`src/rtl/processor_pkg.sv`:
```
// Shared processor definitions: instruction opcode field, opcode values and
// the fetch controller state encoding.
package processor_pkg;

    localparam int OPCODE_MSB = 31;
    localparam int OPCODE_LSB = 27;
    localparam int OPCODE_W   = OPCODE_MSB - OPCODE_LSB + 1;

    localparam logic [OPCODE_W-1:0] OP_NOP  = 5'b00100;
    localparam logic [OPCODE_W-1:0] OP_HALT = 5'b00110;

    typedef enum logic [1:0] {
        IDLE   = 2'd0,
        RUN    = 2'd1,
        DRAIN  = 2'd2,
        HALTED = 2'd3
    } fetch_state_t;

    function automatic logic [OPCODE_W-1:0] opcode_of(input logic [31:0] word);
        return word[OPCODE_MSB:OPCODE_LSB];
    endfunction

endpackage

```
`src/rtl/fetch_sequencer.sv`:
```
// Instruction fetch controller: owns the PC, captures memory words into an
// instruction register and hands them to decode over a valid/ready handshake.
module fetch_sequencer
    import processor_pkg::*;
#(
    parameter logic [31:0]         RESET_PC    = 32'd0,
    parameter int unsigned         MEM_DEPTH   = 31,
    parameter logic [OPCODE_W-1:0] HALT_OPCODE = OP_HALT
) (
    input  logic        clock,
    input  logic        reset,
    input  logic        start,
    output logic [31:0] instruction_address,
    input  logic [31:0] instruction_data,
    output logic [31:0] instr_out,
    output logic [31:0] instr_pc,
    output logic        instr_valid,
    input  logic        instr_ready,
    input  logic        redirect_valid,
    input  logic [31:0] redirect_address,
    output logic        halted,
    output logic        fault,
    output logic [31:0] fetch_count
);

    localparam logic [31:0] PC_LIMIT = 32'(MEM_DEPTH);

    fetch_state_t state_reg, state_next;
    logic [31:0]  pc_reg, pc_next;
    logic [31:0]  instr_out_reg, instr_out_next;
    logic [31:0]  instr_pc_reg, instr_pc_next;
    logic         instr_valid_reg, instr_valid_next;
    logic         halted_reg, halted_next;
    logic         fault_reg, fault_next;
    logic [31:0]  fetch_count_reg, fetch_count_next;

    logic take;
    logic slot_free;
    logic out_of_range;
    logic is_halt;

    assign take         = instr_valid_reg & instr_ready;
    assign slot_free    = ~instr_valid_reg | instr_ready;
    assign out_of_range = (pc_reg >= PC_LIMIT);
    assign is_halt      = (opcode_of(instruction_data) == HALT_OPCODE);

    // State and datapath registers
    always_ff @(posedge clock) begin
        if (reset) begin
            state_reg       <= IDLE;
            pc_reg          <= RESET_PC;
            instr_out_reg   <= 32'd0;
            instr_pc_reg    <= 32'd0;
            instr_valid_reg <= 1'b0;
            halted_reg      <= 1'b0;
            fault_reg       <= 1'b0;
            fetch_count_reg <= 32'd0;
        end else begin
            state_reg       <= state_next;
            pc_reg          <= pc_next;
            instr_out_reg   <= instr_out_next;
            instr_pc_reg    <= instr_pc_next;
            instr_valid_reg <= instr_valid_next;
            halted_reg      <= halted_next;
            fault_reg       <= fault_next;
            fetch_count_reg <= fetch_count_next;
        end
    end

    // Next-state logic
    always_comb begin
        state_next = state_reg;
        unique case (state_reg)
            IDLE: begin
                if (start) state_next = RUN;
            end
            RUN: begin
                if (redirect_valid)              state_next = RUN;
                else if (out_of_range)           state_next = HALTED;
                else if (slot_free && is_halt)   state_next = DRAIN;
            end
            DRAIN: begin
                if (redirect_valid) state_next = RUN;
                else if (take)      state_next = HALTED;
            end
            HALTED: begin
                if (start) state_next = RUN;
            end
            default: state_next = IDLE;
        endcase
    end

    // Datapath next values, keyed on the current state
    always_comb begin
        pc_next          = pc_reg;
        instr_out_next   = instr_out_reg;
        instr_pc_next    = instr_pc_reg;
        instr_valid_next = instr_valid_reg;
        halted_next      = halted_reg;
        fault_next       = fault_reg;
        fetch_count_next = fetch_count_reg;
        unique case (state_reg)
            IDLE: begin
                if (start) begin
                    pc_next          = RESET_PC;
                    fetch_count_next = 32'd0;
                end
            end
            RUN: begin
                if (redirect_valid) begin
                    // Flush even if decode takes the held word this cycle.
                    pc_next          = redirect_address;
                    instr_valid_next = 1'b0;
                end else if (out_of_range) begin
                    if (take) instr_valid_next = 1'b0;
                    fault_next  = 1'b1;
                    halted_next = 1'b1;
                end else if (slot_free) begin
                    instr_out_next   = instruction_data;
                    instr_pc_next    = pc_reg;
                    instr_valid_next = 1'b1;
                    fetch_count_next = fetch_count_reg + 32'd1;
                    if (!is_halt) pc_next = pc_reg + 32'd1;
                end
            end
            DRAIN: begin
                if (redirect_valid) begin
                    pc_next          = redirect_address;
                    instr_valid_next = 1'b0;
                end else if (take) begin
                    instr_valid_next = 1'b0;
                    halted_next      = 1'b1;
                end
            end
            HALTED: begin
                // A word still held when a fault stopped fetch may drain out.
                if (take) instr_valid_next = 1'b0;
                if (start) begin
                    pc_next          = RESET_PC;
                    instr_valid_next = 1'b0;
                    halted_next      = 1'b0;
                    fault_next       = 1'b0;
                    fetch_count_next = 32'd0;
                end
            end
            default: ;
        endcase
    end

    // Outputs
    always_comb begin
        instruction_address = pc_reg;
        instr_out           = instr_out_reg;
        instr_pc            = instr_pc_reg;
        instr_valid         = instr_valid_reg;
        halted              = halted_reg;
        fault               = fault_reg;
        fetch_count         = fetch_count_reg;
    end

endmodule
```
`config.mk`:
```
export PLATFORM = sky130hd
export DESIGN_NAME = fetch_sequencer
export DESIGN_NICKNAME = d
export VERILOG_FILES = /design/src/rtl/processor_pkg.sv /design/src/rtl/fetch_sequencer.sv
export SDC_FILE = /design/constraint.sdc
export NUM_CORES = 1
export LEC_CHECK = 0
export ABC_AREA = 1
export BUFFER_PORTS_ARGS = -buffer_cell sky130_fd_sc_hd__buf_2
export CORE_ASPECT_RATIO = 0.5
export CORE_MARGIN = 4
export CORE_UTILIZATION = 47
export DETAILED_ROUTE_END_ITERATION = 10
export HOLD_SLACK_MARGIN = 0.12
export PLACE_DENSITY = 0.76
export SYNTH_ARGS = -nofsm -noshare
export SYNTH_HDL_FRONTEND = slang
export SYNTH_SLANG_ARGS = --single-unit
```
`constraint.sdc`:
```
create_clock -name clock -period 1.78 [get_ports clock]
set_input_delay 0.267 -clock clock [delete_from_list [all_inputs] [get_ports clock]]
set_output_delay 0.267 -clock clock [all_outputs]
set_load 0.02 [all_outputs]
```
# Yosys cells after proc, flatten, opt, wreduce, memory -nomap -nowiden

Index checks and enable logic that the tools add are counted.

Register bits after elaboration: 133
Input bits: 69
Output and inout bits: 131
Logic and storage cells: 80

Add/subtract/negate cells: 2
Magnitude comparators: 1
Eq/ne operators: 19
Multiplexer cells: 32
Bitwise gates (word level): 5
Reduce and logical (&&, ||, !) cells: 13

Operators with widths:

| kind                                                                   | count |
|---|---|
| 32-bit two-way mux                                                     | 9 |
| 32-bit one-hot mux with 3 select lines                                 | 1 |
| 32-bit by 1-bit adder with 32-bit output, second input constant        | 2 |
| 32-bit one-hot mux with 2 select lines                                 | 1 |
| 32-bit by 5-bit >= comparator with 1-bit output, second input constant | 1 |
| 2-bit != test, second input constant                                   | 8 |
| 2-bit two-way mux                                                      | 6 |
| 3-bit != test, second input constant                                   | 4 |
| 1-bit two-way mux                                                      | 11 |
| 5-bit AND reduction                                                    | 2 |
| 4-bit != test, second input constant                                   | 2 |
| 4-bit AND reduction                                                    | 2 |
| 1-bit one-hot mux with 3 select lines                                  | 2 |
| 2-bit one-hot mux with 3 select lines                                  | 1 |
| 6-bit AND reduction                                                    | 1 |
| 5-bit by 3-bit equality test with 1-bit output, second input constant  | 1 |
| 2-bit equality test, second input constant                             | 2 |
| 2-bit nonzero test                                                     | 2 |
| 1-bit inverter                                                         | 3 |
| 3-bit AND reduction                                                    | 1 |
| 3-bit nonzero test                                                     | 1 |
| 2-bit by 1-bit equality test with 1-bit output, second input constant  | 1 |
| 2-bit zero test                                                        | 1 |
| 2-bit by 1-bit != test with 1-bit output, second input constant        | 1 |
| 6 further kinds                                                        | 6 |

# Logic depth before layout (Yosys ltp)

Gate-level depths: netlist of the first run.

Depth after elaboration: 7
Depth in mapped cells: 13
Mapped depth without buffers: 13

# Worst setup path before layout of the first run

Ideal clock, no wire load.

Path type: reg-to-reg
Start: reg fetch_count_reg[0], in the netlist fetch_count[0]
End: reg fetch_count_reg[30], in the netlist fetch_count[30]
Setup time: 70 ps
Arrival time: 1,760 ps
Data required time: 1,710 ps
Path slack: -51 ps
Cell stages (with the launch flop): 12
Buffers on the path: 0
Clock period less this slack: 1,831 ps
Cell sequence: dfxtp_1 -> ha_1 -> nand2_1 -> nor2_1 -> nand2_1 -> nor2_1 -> nand2_1 -> nand2_1 -> nand2_1 -> nor2_1 -> nand3_1 -> a21oi_1

Cells in the longest elaborated chain, start to end: 5

Ends and longest elaborated chain:

| what                                     | RTL line               | RTL |
|---|---|---|
| start, declared                          | fetch_sequencer.sv:35  | `logic [31:0] fetch_count_reg, fetch_count_next;` |
| start signal, assigned                   | fetch_sequencer.sv:66  | `fetch_count_reg <= fetch_count_next;` |
| 32-bit by 1-bit adder with 32-bit output | fetch_sequencer.sv:122 | `fetch_count_next = fetch_count_reg + 32'd1;` |
| 32-bit two-way mux                       | fetch_sequencer.sv:118 | `end else if (slot_free) begin` |
| 32-bit two-way mux                       | fetch_sequencer.sv:114 | `end else if (out_of_range) begin` |
| 32-bit two-way mux                       | fetch_sequencer.sv:110 | `if (redirect_valid) begin` |
| 32-bit one-hot mux with 2 select lines   | fetch_sequencer.sv:102 | `unique case (state_reg)` |

Every way passes these cells. The select of a mux whose other input is x is not followed.
A chain may end at the register's enable or synchronous reset.

# Worst setup path after layout of the first run

Start: reg pc_reg[14], in the netlist instruction_address[14]
End: reg instr_pc_reg[1], in the netlist instr_pc[1]

Cells in the longest elaborated chain, start to end: 3

Ends and longest elaborated chain:

| what                                            | RTL line              | RTL |
|---|---|---|
| start, declared                                 | fetch_sequencer.sv:29 | `logic [31:0] pc_reg, pc_next;` |
| start signal, assigned                          | fetch_sequencer.sv:60 | `pc_reg <= pc_next;` |
| 32-bit by 5-bit >= comparator with 1-bit output | fetch_sequencer.sv:44 | `assign out_of_range = (pc_reg >= PC_LIMIT);` |
| 1-bit inverter (no source line)                 | n/a                   |  |
| 4-bit AND reduction (no source line)            | n/a                   |  |
| end signal, assigned                            | fetch_sequencer.sv:62 | `instr_pc_reg <= instr_pc_next;` |
| end, declared                                   | fetch_sequencer.sv:31 | `logic [31:0] instr_pc_reg, instr_pc_next;` |

Every way passes these cells.

==> results of run 1 <==
## Yosys cell counts, types with 2 or more instances
cell and number:
sky130_fd_sc_hd__a22o_1 2, sky130_fd_sc_hd__clkbuf_1 21, sky130_fd_sc_hd__inv_2 3, sky130_fd_sc_hd__a21oi_1 101
sky130_fd_sc_hd__nor3b_1 2, sky130_fd_sc_hd__dfxtp_1 133, sky130_fd_sc_hd__nor2_1 171, sky130_fd_sc_hd__nand3_2 2
sky130_fd_sc_hd__ha_1 6, sky130_fd_sc_hd__nand4_1 17, sky130_fd_sc_hd__nor3_1 6, sky130_fd_sc_hd__xor2_1 4
sky130_fd_sc_hd__xnor2_1 4, sky130_fd_sc_hd__buf_2 13, sky130_fd_sc_hd__or2_2 2, sky130_fd_sc_hd__nand2_1 401
sky130_fd_sc_hd__nand3_1 78, sky130_fd_sc_hd__o21ai_0 19, sky130_fd_sc_hd__buf_4 13, sky130_fd_sc_hd__inv_1 83
## per-layer routing
layer / share of wire [%] / vias up / global-route usage (%)
li1: - / 4064 / -
met1: 38 / 4009 / 31.7
met2: 49 / 463 / 46.8
met3: 8.1 / 133 / 5.69
met4: 5.1 / 0 / 11.0
met5: 0 / - / 0
## final timing paths
path	cells past startpoint	slack, ns	to
setup / recovery	12	-0.28	instr_pc[1]$_SDFFE_PP0P_
setup reg to reg	12	-0.28	instr_pc[1]$_SDFFE_PP0P_
hold reg to reg	2	0.43	instr_pc[13]$_SDFFE_PP0P_
hold / removal	3	0.11	instruction_address[11]$_SDFFE_PP0P_
## cell families after synthesis
group | count (synthesis) | synth area share, %
buffers and inverters | 134 | 8.43
AOI/OAI and AO/OA | 129 | 10.1
adders and majority gates | 6 | 1.10
and+or+nand+nor | 683 | 40.4
xor gates and xnor gates | 8 | 1.03
DFF | 133 | 39.0
## cells in the final DEF, fill, tap and decap left out, types with 5 or more instances in the layout
cell type	netlist	final
sky130_fd_sc_hd__a21oi_1	101	53
sky130_fd_sc_hd__a21oi_2	1	46
sky130_fd_sc_hd__buf_12	0	11
sky130_fd_sc_hd__buf_2	13	198
sky130_fd_sc_hd__buf_4	13	56
sky130_fd_sc_hd__buf_6	1	13
sky130_fd_sc_hd__clkbuf_16	0	25
sky130_fd_sc_hd__dfxtp_1	133	124
sky130_fd_sc_hd__dfxtp_2	0	9
sky130_fd_sc_hd__dlygate4sd3_1	0	44
sky130_fd_sc_hd__inv_1	83	68
sky130_fd_sc_hd__inv_2	3	14
sky130_fd_sc_hd__inv_8	0	5
sky130_fd_sc_hd__nand2_1	401	323
sky130_fd_sc_hd__nand2_2	1	35
sky130_fd_sc_hd__nand2_4	1	45
sky130_fd_sc_hd__nand3_1	78	75
sky130_fd_sc_hd__nand4_1	17	17
sky130_fd_sc_hd__nor2_1	171	148
sky130_fd_sc_hd__nor2_2	0	15
sky130_fd_sc_hd__nor2_4	1	9
sky130_fd_sc_hd__nor3_1	6	6
sky130_fd_sc_hd__o21ai_0	19	17
## critical path: cells and delay by family (launching register included)
kind	cells	cell delay [ns]
and+or+nand+nor	7	0.93
buffers and inverters	4	0.51
DFF	1	0.34
AOI/OAI and AO/OA	1	0.19
## area by class of cell
type,instances,share of cell area (%)
antenna,3,0.0697
clock buffer,17,3.95
clock inverter,15,1.53
inverter,86,3.18
multi-input combinational,826,41.2
sequential,133,24.8
tap,192,2.23
timing repair buffer,333,23.0
## report_power, final
part           internal, mW  switching (mW)  leakage (nW)
Clock                  1.99            1.57         0.283
Combinational          1.30            1.94          3.59
Sequential             3.13           0.103          1.08
## stage by stage
stage / hold slack [ns] / cells / worst slack, ns / util [%]
floorplan: 0.406 / 1093 / 0.0118 / -
global placement: 0.424 / 1507 / 0.0325 / 61.0
detailed placement: 0.425 / 1507 / -0.0717 / 61.0
CTS: 0.132 / 1584 / 0.000472 / 68.8
global route: 0.121 / 1603 / -0.384 / 77.5
finish: 0.109 / 1605 / -0.283 / 77.5
## timing repair
action                                 in CTS  in global routing
setup buffers                               1                  7
resized for setup                          11                261
hold buffers                               43                  1
gates cloned                                1                 10
endpoints found under the hold margin      43                  1
setup endpoints to repair                 112                133
pin swaps                                   1                 70
==> flow_results.xml, run 1 <==
<?xml version="1.0" encoding="UTF-8"?>
<metrics>
  <group name="power">
    <metric name="power_dens_cells" unit="nW/um2">932</metric>
    <metric name="power.ir.vdd_worst" unit="uV">762</metric>
    <metric name="finalPower" unit="mW">10.0</metric>
    <metric name="leakage" unit="nW">4.95</metric>
  </group>
  <group name="worst_setup_path">
    <metric name="cp.required" unit="ns">2.13</metric>
    <metric name="crit_slowest_cell" unit="">sky130_fd_sc_hd__dfxtp_1</metric>
    <metric name="crit_start" unit="">instruction_address[14]$_SDFFE_PP0P_</metric>
    <metric name="timing.critical_path.cells" unit="">inv_1 -&gt; nand2_1 -&gt; nor2_1 -&gt; nand2_1 -&gt; nor2_4 -&gt; nand2_2 -&gt; inv_2 -&gt; nand3_4 -&gt; clkinv_8 -&gt; clkbuf_16 -&gt; nand2_1 -&gt; a21oi_1</metric>
    <metric name="r2r_start" unit="">instruction_address[14]$_SDFFE_PP0P_</metric>
    <metric name="endpoint_kind" unit="">flip-flop</metric>
    <metric name="critical_path.max_fanout" unit="">8</metric>
    <metric name="arrival" unit="ns">2.41</metric>
    <metric name="crit_path_max_incr_delay" unit="ns">0.34</metric>
    <metric name="worst_path_most_repeated_cell" unit="">sky130_fd_sc_hd__nand2_1</metric>
    <metric name="critPathKind" unit="">reg -&gt; reg</metric>
    <metric name="startpoint_class" unit="">flip-flop</metric>
  </group>
  <group name="min_path">
    <metric name="min-delay-path-class" unit="">in -&gt; reg</metric>
    <metric name="hp-start" unit="">redirect_address[11]</metric>
  </group>
  <group name="final_layout">
    <metric name="multi_input_comb_area" unit="um2">4430</metric>
    <metric name="n_fill_cell" unit="">915</metric>
    <metric name="seq_area" unit="um2">2670</metric>
    <metric name="post-route-cell-area" unit="um2">10800</metric>
    <metric name="proportion_of_layout_cells_with_a_drive_suffix_above_1" unit="%">36.7</metric>
    <metric name="area_growth" unit="%">57.6</metric>
    <metric name="finish.net_count" unit="">1472</metric>
  </group>
  <group name="yosys">
    <metric name="synth_edf_count" unit="">0</metric>
    <metric name="synth_sequential_area_ratio" unit="%">39.0</metric>
    <metric name="netlist_top_cells_area" unit="">sky130_fd_sc_hd__dfxtp_1 39%, sky130_fd_sc_hd__nand2_1 22%, sky130_fd_sc_hd__nor2_1 9.4%</metric>
    <metric name="dominantRegCellSynth" unit="">sky130_fd_sc_hd__dfxtp_1</metric>
    <metric name="synth-seq-cells" unit="">133</metric>
    <metric name="mappedNetlistNets" unit="">1168</metric>
    <metric name="syn-instance-count" unit="">1093</metric>
    <metric name="async_reset_ff_share" unit="%">0</metric>
    <metric name="synth.avg_cell_area" unit="um2">6.25</metric>
    <metric name="synth.yosys.warnings" unit="">0</metric>
    <metric name="netlist.top_cell.by_area" unit="">sky130_fd_sc_hd__dfxtp_1</metric>
    <metric name="synthDominantCellAreaShare" unit="%">39.0</metric>
    <metric name="yosysUniqueCellTypes" unit="">32</metric>
    <metric name="syn-cell-area" unit="um2">6830</metric>
  </group>
  <group name="sta">
    <metric name="finalClockSkew" unit="ns">0.0131</metric>
    <metric name="layout_min_cycle_time" unit="ns">2.06</metric>
    <metric name="final_min_period_over_clock_period" unit="%">116</metric>
    <metric name="final-hold-violation-count" unit="">0</metric>
    <metric name="final-max-slew-violation-count" unit="">0</metric>
    <metric name="achievable-frequency" unit="MHz">485</metric>
    <metric name="finalSetupViolCount" unit="">132</metric>
    <metric name="finalSetupTns" unit="ns">-13.71</metric>
    <metric name="grt_setup_unrepaired" unit="">true</metric>
    <metric name="tightestPinTransition" unit="ns">0.443</metric>
    <metric name="setup_ws" unit="ns">-0.283</metric>
    <metric name="worst_slew_margin_relative_to_its_limit" unit="%">70.5</metric>
  </group>
  <group name="routing">
    <metric name="pre_antenna_drt_iters" unit="">6</metric>
    <metric name="wl_per_cell" unit="um">16.8</metric>
    <metric name="detail_route.drc_violations" unit="">0</metric>
    <metric name="antenna_violating_nets_post_route" unit="">0</metric>
    <metric name="detail_route.iter0.violations" unit="">907</metric>
    <metric name="finalWirelength" unit="um">27000</metric>
    <metric name="vias" unit="">8669</metric>
    <metric name="via_per_inst" unit="">5.40</metric>
  </group>
  <group name="floorplan">
    <metric name="core" unit="um2">13900</metric>
    <metric name="floorplan.die.width" unit="um">178</metric>
    <metric name="boundaryPins" unit="">200</metric>
    <metric name="placement_rows" unit="">30</metric>
    <metric name="dieArea" unit="um2">16600</metric>
    <metric name="die-height" unit="um">93.2</metric>
    <metric name="initial_core_util" unit="%">49.2</metric>
  </group>
  <group name="global_route">
    <metric name="grt-ovfl-total" unit="">0</metric>
    <metric name="grt_pass1_wl" unit="um">36100</metric>
    <metric name="global_route_usage_over_all_layers" unit="%">26.6</metric>
    <metric name="antenna_found_initial" unit="">1</metric>
    <metric name="first_global_vias" unit="">7521</metric>
    <metric name="grt_max_degree" unit="">78</metric>
  </group>
  <group name="cts">
    <metric name="maximum_root_to_sink_buffer_count" unit="">2</metric>
    <metric name="cts_root_buf" unit="">sky130_fd_sc_hd__clkbuf_16</metric>
    <metric name="cts_tree" unit="">yes</metric>
    <metric name="cts.clk_slew.worst_paths" unit="ns">0.07</metric>
    <metric name="clock_latency" unit="ns">0.44</metric>
    <metric name="sinks_on_the_clock_net" unit="">133</metric>
    <metric name="maximum_level_of_the_cts_h_tree" unit="">4</metric>
    <metric name="tritoncts.num_buffers" unit="">17</metric>
  </group>
  <group name="outcome">
    <metric name="violations" unit="">setup timing</metric>
    <metric name="run_status" unit="">finished with violations</metric>
  </group>
  <group name="place">
    <metric name="place_hpwl" unit="um">15400</metric>
    <metric name="buffer_ports.inserted" unit="">199</metric>
    <metric name="place_congestion" unit="">0.947</metric>
    <metric name="placed_cell_area" unit="um2">8470</metric>
  </group>
  <group name="run">
    <metric name="max-cap-violations" unit="">0</metric>
  </group>
</metrics>
No activity file was read; power rests on OpenSTA's default activity.
==> run 2: changes to the inputs <==
CORE_UTILIZATION = 55   (was 47)
PLACE_DENSITY = 0.88   (was 0.76)
clock period = 2.67 ns   (was 1.78 ns; I/O delays follow)
==> run 2 against run 1 <==
Effect of this change: the run now ends clean; combinational power shrank 63%; worst setup slack gained 0.77 ns; die area shrank 14%; flip-flop and latch count is the same; worst hold slack gained 0.10 ns; power shrank 44%; critical endpoint is now fetch_count[29]$_SDFFE_PP0P_; largest cell class unchanged.
==> flow_results.xml, run 2 (same netlist as run 1, synthesis figures left out) <==
<?xml version="1.0" encoding="UTF-8"?>
<metrics>
  <group name="cts">
    <metric name="cts_post_setup_buffers_inserted" unit="">0</metric>
    <metric name="cts_root_buf" unit="">sky130_fd_sc_hd__clkbuf_16</metric>
    <metric name="cts_tree" unit="">yes</metric>
    <metric name="cts-resized-gates" unit="">0</metric>
    <metric name="clock_latency" unit="ns">0.42</metric>
    <metric name="maximum_root_to_sink_buffer_count" unit="">2</metric>
    <metric name="maximum_level_of_the_cts_h_tree" unit="">4</metric>
    <metric name="sinks_on_the_clock_net" unit="">133</metric>
    <metric name="holdBufCountCts" unit="">0</metric>
    <metric name="cts.clk_slew.worst_paths" unit="ns">0.07</metric>
    <metric name="tritoncts.num_buffers" unit="">17</metric>
  </group>
  <group name="power">
    <metric name="power_dens_cells" unit="nW/um2">667</metric>
    <metric name="leakage" unit="nW">3.84</metric>
    <metric name="power.ir.vdd_worst" unit="uV">502</metric>
    <metric name="finalPower" unit="mW">5.64</metric>
  </group>
  <group name="worst_setup_path">
    <metric name="startpoint_class" unit="">flip-flop</metric>
    <metric name="crit_path_max_incr_delay" unit="ns">0.35</metric>
    <metric name="critPathKind" unit="">reg -&gt; reg</metric>
    <metric name="crit_slowest_cell" unit="">sky130_fd_sc_hd__dfxtp_1</metric>
    <metric name="critical_path.max_fanout" unit="">32</metric>
    <metric name="worst_path_most_repeated_cell" unit="">sky130_fd_sc_hd__inv_1</metric>
    <metric name="arrival" unit="ns">2.52</metric>
    <metric name="endpoint_kind" unit="">flip-flop</metric>
    <metric name="timing.critical_path.cells" unit="">inv_1 -&gt; ha_1 -&gt; nor2_1 -&gt; inv_1 -&gt; nand3_1 -&gt; buf_4 -&gt; nand2_1 -&gt; a21oi_1</metric>
    <metric name="cp.required" unit="ns">3.01</metric>
  </group>
  <group name="floorplan">
    <metric name="dieArea" unit="um2">14400</metric>
    <metric name="placement_rows" unit="">28</metric>
    <metric name="core" unit="um2">12000</metric>
    <metric name="die-height" unit="um">86.8</metric>
    <metric name="initial_core_util" unit="%">57.0</metric>
    <metric name="boundaryPins" unit="">200</metric>
    <metric name="floorplan.die.width" unit="um">166</metric>
  </group>
  <group name="place">
    <metric name="buffer_ports.inserted" unit="">199</metric>
    <metric name="worst_slack_at_placement" unit="ns">0.510</metric>
    <metric name="number_of_placed_instances_with_taps_included" unit="">1421</metric>
    <metric name="place_hpwl" unit="um">14000</metric>
    <metric name="placed_cell_area" unit="um2">7890</metric>
    <metric name="place_congestion" unit="">0.966</metric>
  </group>
  <group name="final_layout">
    <metric name="proportion_of_layout_cells_with_a_drive_suffix_above_1" unit="%">20.0</metric>
    <metric name="antenna_diode_count" unit="">0</metric>
    <metric name="post-route-cell-area" unit="um2">8460</metric>
    <metric name="layout_common_cells" unit="">401 x sky130_fd_sc_hd__nand2_1, 198 x sky130_fd_sc_hd__buf_2, 171 x sky130_fd_sc_hd__nor2_1, 133 x sky130_fd_sc_hd__dfxtp_1, 101 x sky130_fd_sc_hd__a21oi_1</metric>
    <metric name="layout_commonest_cell" unit="">sky130_fd_sc_hd__nand2_1</metric>
    <metric name="multi_input_comb_area" unit="um2">3600</metric>
    <metric name="seq_area" unit="um2">2660</metric>
    <metric name="area_growth" unit="%">23.8</metric>
    <metric name="finish.net_count" unit="">1350</metric>
    <metric name="final_cells" unit="">1453</metric>
    <metric name="postLayoutCoreUtil" unit="%">70.6</metric>
    <metric name="n_fill_cell" unit="">1044</metric>
  </group>
  <group name="min_path">
    <metric name="min-delay-path-class" unit="">in -&gt; reg</metric>
  </group>
  <group name="routing">
    <metric name="detail_route.drc_violations" unit="">0</metric>
    <metric name="detail_route.iter0.violations" unit="">804</metric>
    <metric name="pre_antenna_drt_iters" unit="">6</metric>
    <metric name="wl_per_cell" unit="um">13.7</metric>
    <metric name="antenna_violating_nets_post_route" unit="">0</metric>
    <metric name="via_per_inst" unit="">5.26</metric>
    <metric name="finalWirelength" unit="um">20000</metric>
    <metric name="vias" unit="">7640</metric>
  </group>
  <group name="sta">
    <metric name="final-max-slew-violation-count" unit="">0</metric>
    <metric name="grt_setup_unrepaired" unit="">false</metric>
    <metric name="achievable-frequency" unit="MHz">459</metric>
    <metric name="finalClockSkew" unit="ns">0.0166</metric>
    <metric name="layout_min_cycle_time" unit="ns">2.18</metric>
    <metric name="worst_slew_margin_relative_to_its_limit" unit="%">48.6</metric>
    <metric name="final_min_period_over_clock_period" unit="%">81.7</metric>
    <metric name="tightestPinTransition" unit="ns">0.770</metric>
    <metric name="finalSetupViolCount" unit="">0</metric>
    <metric name="finalSetupTns" unit="ns">0</metric>
    <metric name="setup_ws" unit="ns">0.489</metric>
    <metric name="final-hold-violation-count" unit="">0</metric>
    <metric name="holdWs" unit="ns">0.211</metric>
  </group>
  <group name="global_route">
    <metric name="global_route_usage_over_all_layers" unit="%">27.0</metric>
    <metric name="grt_max_degree" unit="">111</metric>
    <metric name="antenna_found_initial" unit="">0</metric>
    <metric name="grt-ovfl-total" unit="">0</metric>
    <metric name="grt_pass1_wl" unit="um">32600</metric>
    <metric name="first_global_vias" unit="">6969</metric>
  </group>
  <group name="outcome">
    <metric name="run_status" unit="">finished clean</metric>
  </group>
  <group name="run">
    <metric name="max-cap-violations" unit="">0</metric>
  </group>
</metrics>
-- run 2: metal layers --
layer	routed length (um)	global-route usage (%)	vias to the layer above	share of wire, %
li1	-	-	3819	-
met1	8380	33.6	3422	42
met2	9600	45.8	340	48
met3	1480	6.70	59	7.4
met4	504	10.8	0	2.5
met5	0	0	-	0
-- run 2: layout make-up --
| type | count | share of cell area, % |
|---|---|---|
| clock buffer | 17 | 5.03 |
| clock inverter | 15 | 1.64 |
| inverter | 86 | 3.82 |
| multi-input combinational | 826 | 42.6 |
| sequential | 133 | 31.5 |
| tap | 165 | 2.44 |
| timing repair buffer | 211 | 13.0 |
-- run 2: path summary, 6_finish.rpt --
| kind | slack, ns | cells after the start | start | end |
|---|---|---|---|---|
| min reg2reg | 0.44 | 2 | instr_pc[18]$_SDFFE_PP0P_ | instr_pc[18]$_SDFFE_PP0P_ |
| max | 0.49 | 8 | state_reg[0]$_SDFFE_PP0P_ | fetch_count[29]$_SDFFE_PP0P_ |
| min | 0.21 | 3 | redirect_address[31] | instruction_address[31]$_SDFFE_PP0P_ |
| max reg2reg | 0.49 | 8 | state_reg[0]$_SDFFE_PP0P_ | fetch_count[29]$_SDFFE_PP0P_ |
-- run 2: worst max-delay path: cells and delay by family (launching register included) --
| kind | cells | cell delay, ns |
|---|---|---|
| compound gates | 1 | 0.19 |
| fa+ha+maj | 1 | 0.35 |
| buf+inv | 3 | 0.71 |
| flops | 1 | 0.35 |
| simple gates | 3 | 0.50 |
-- run 2: report_power, final --
group / leakage, nW / internal (mW) / total (mW) / switching (mW)
combinational: 2.49 / 0.359 / 1.20 / 0.845
clock: 0.276 / 1.23 / 2.25 / 1.02
sequential: 1.08 / 2.08 / 2.18 / 0.0985
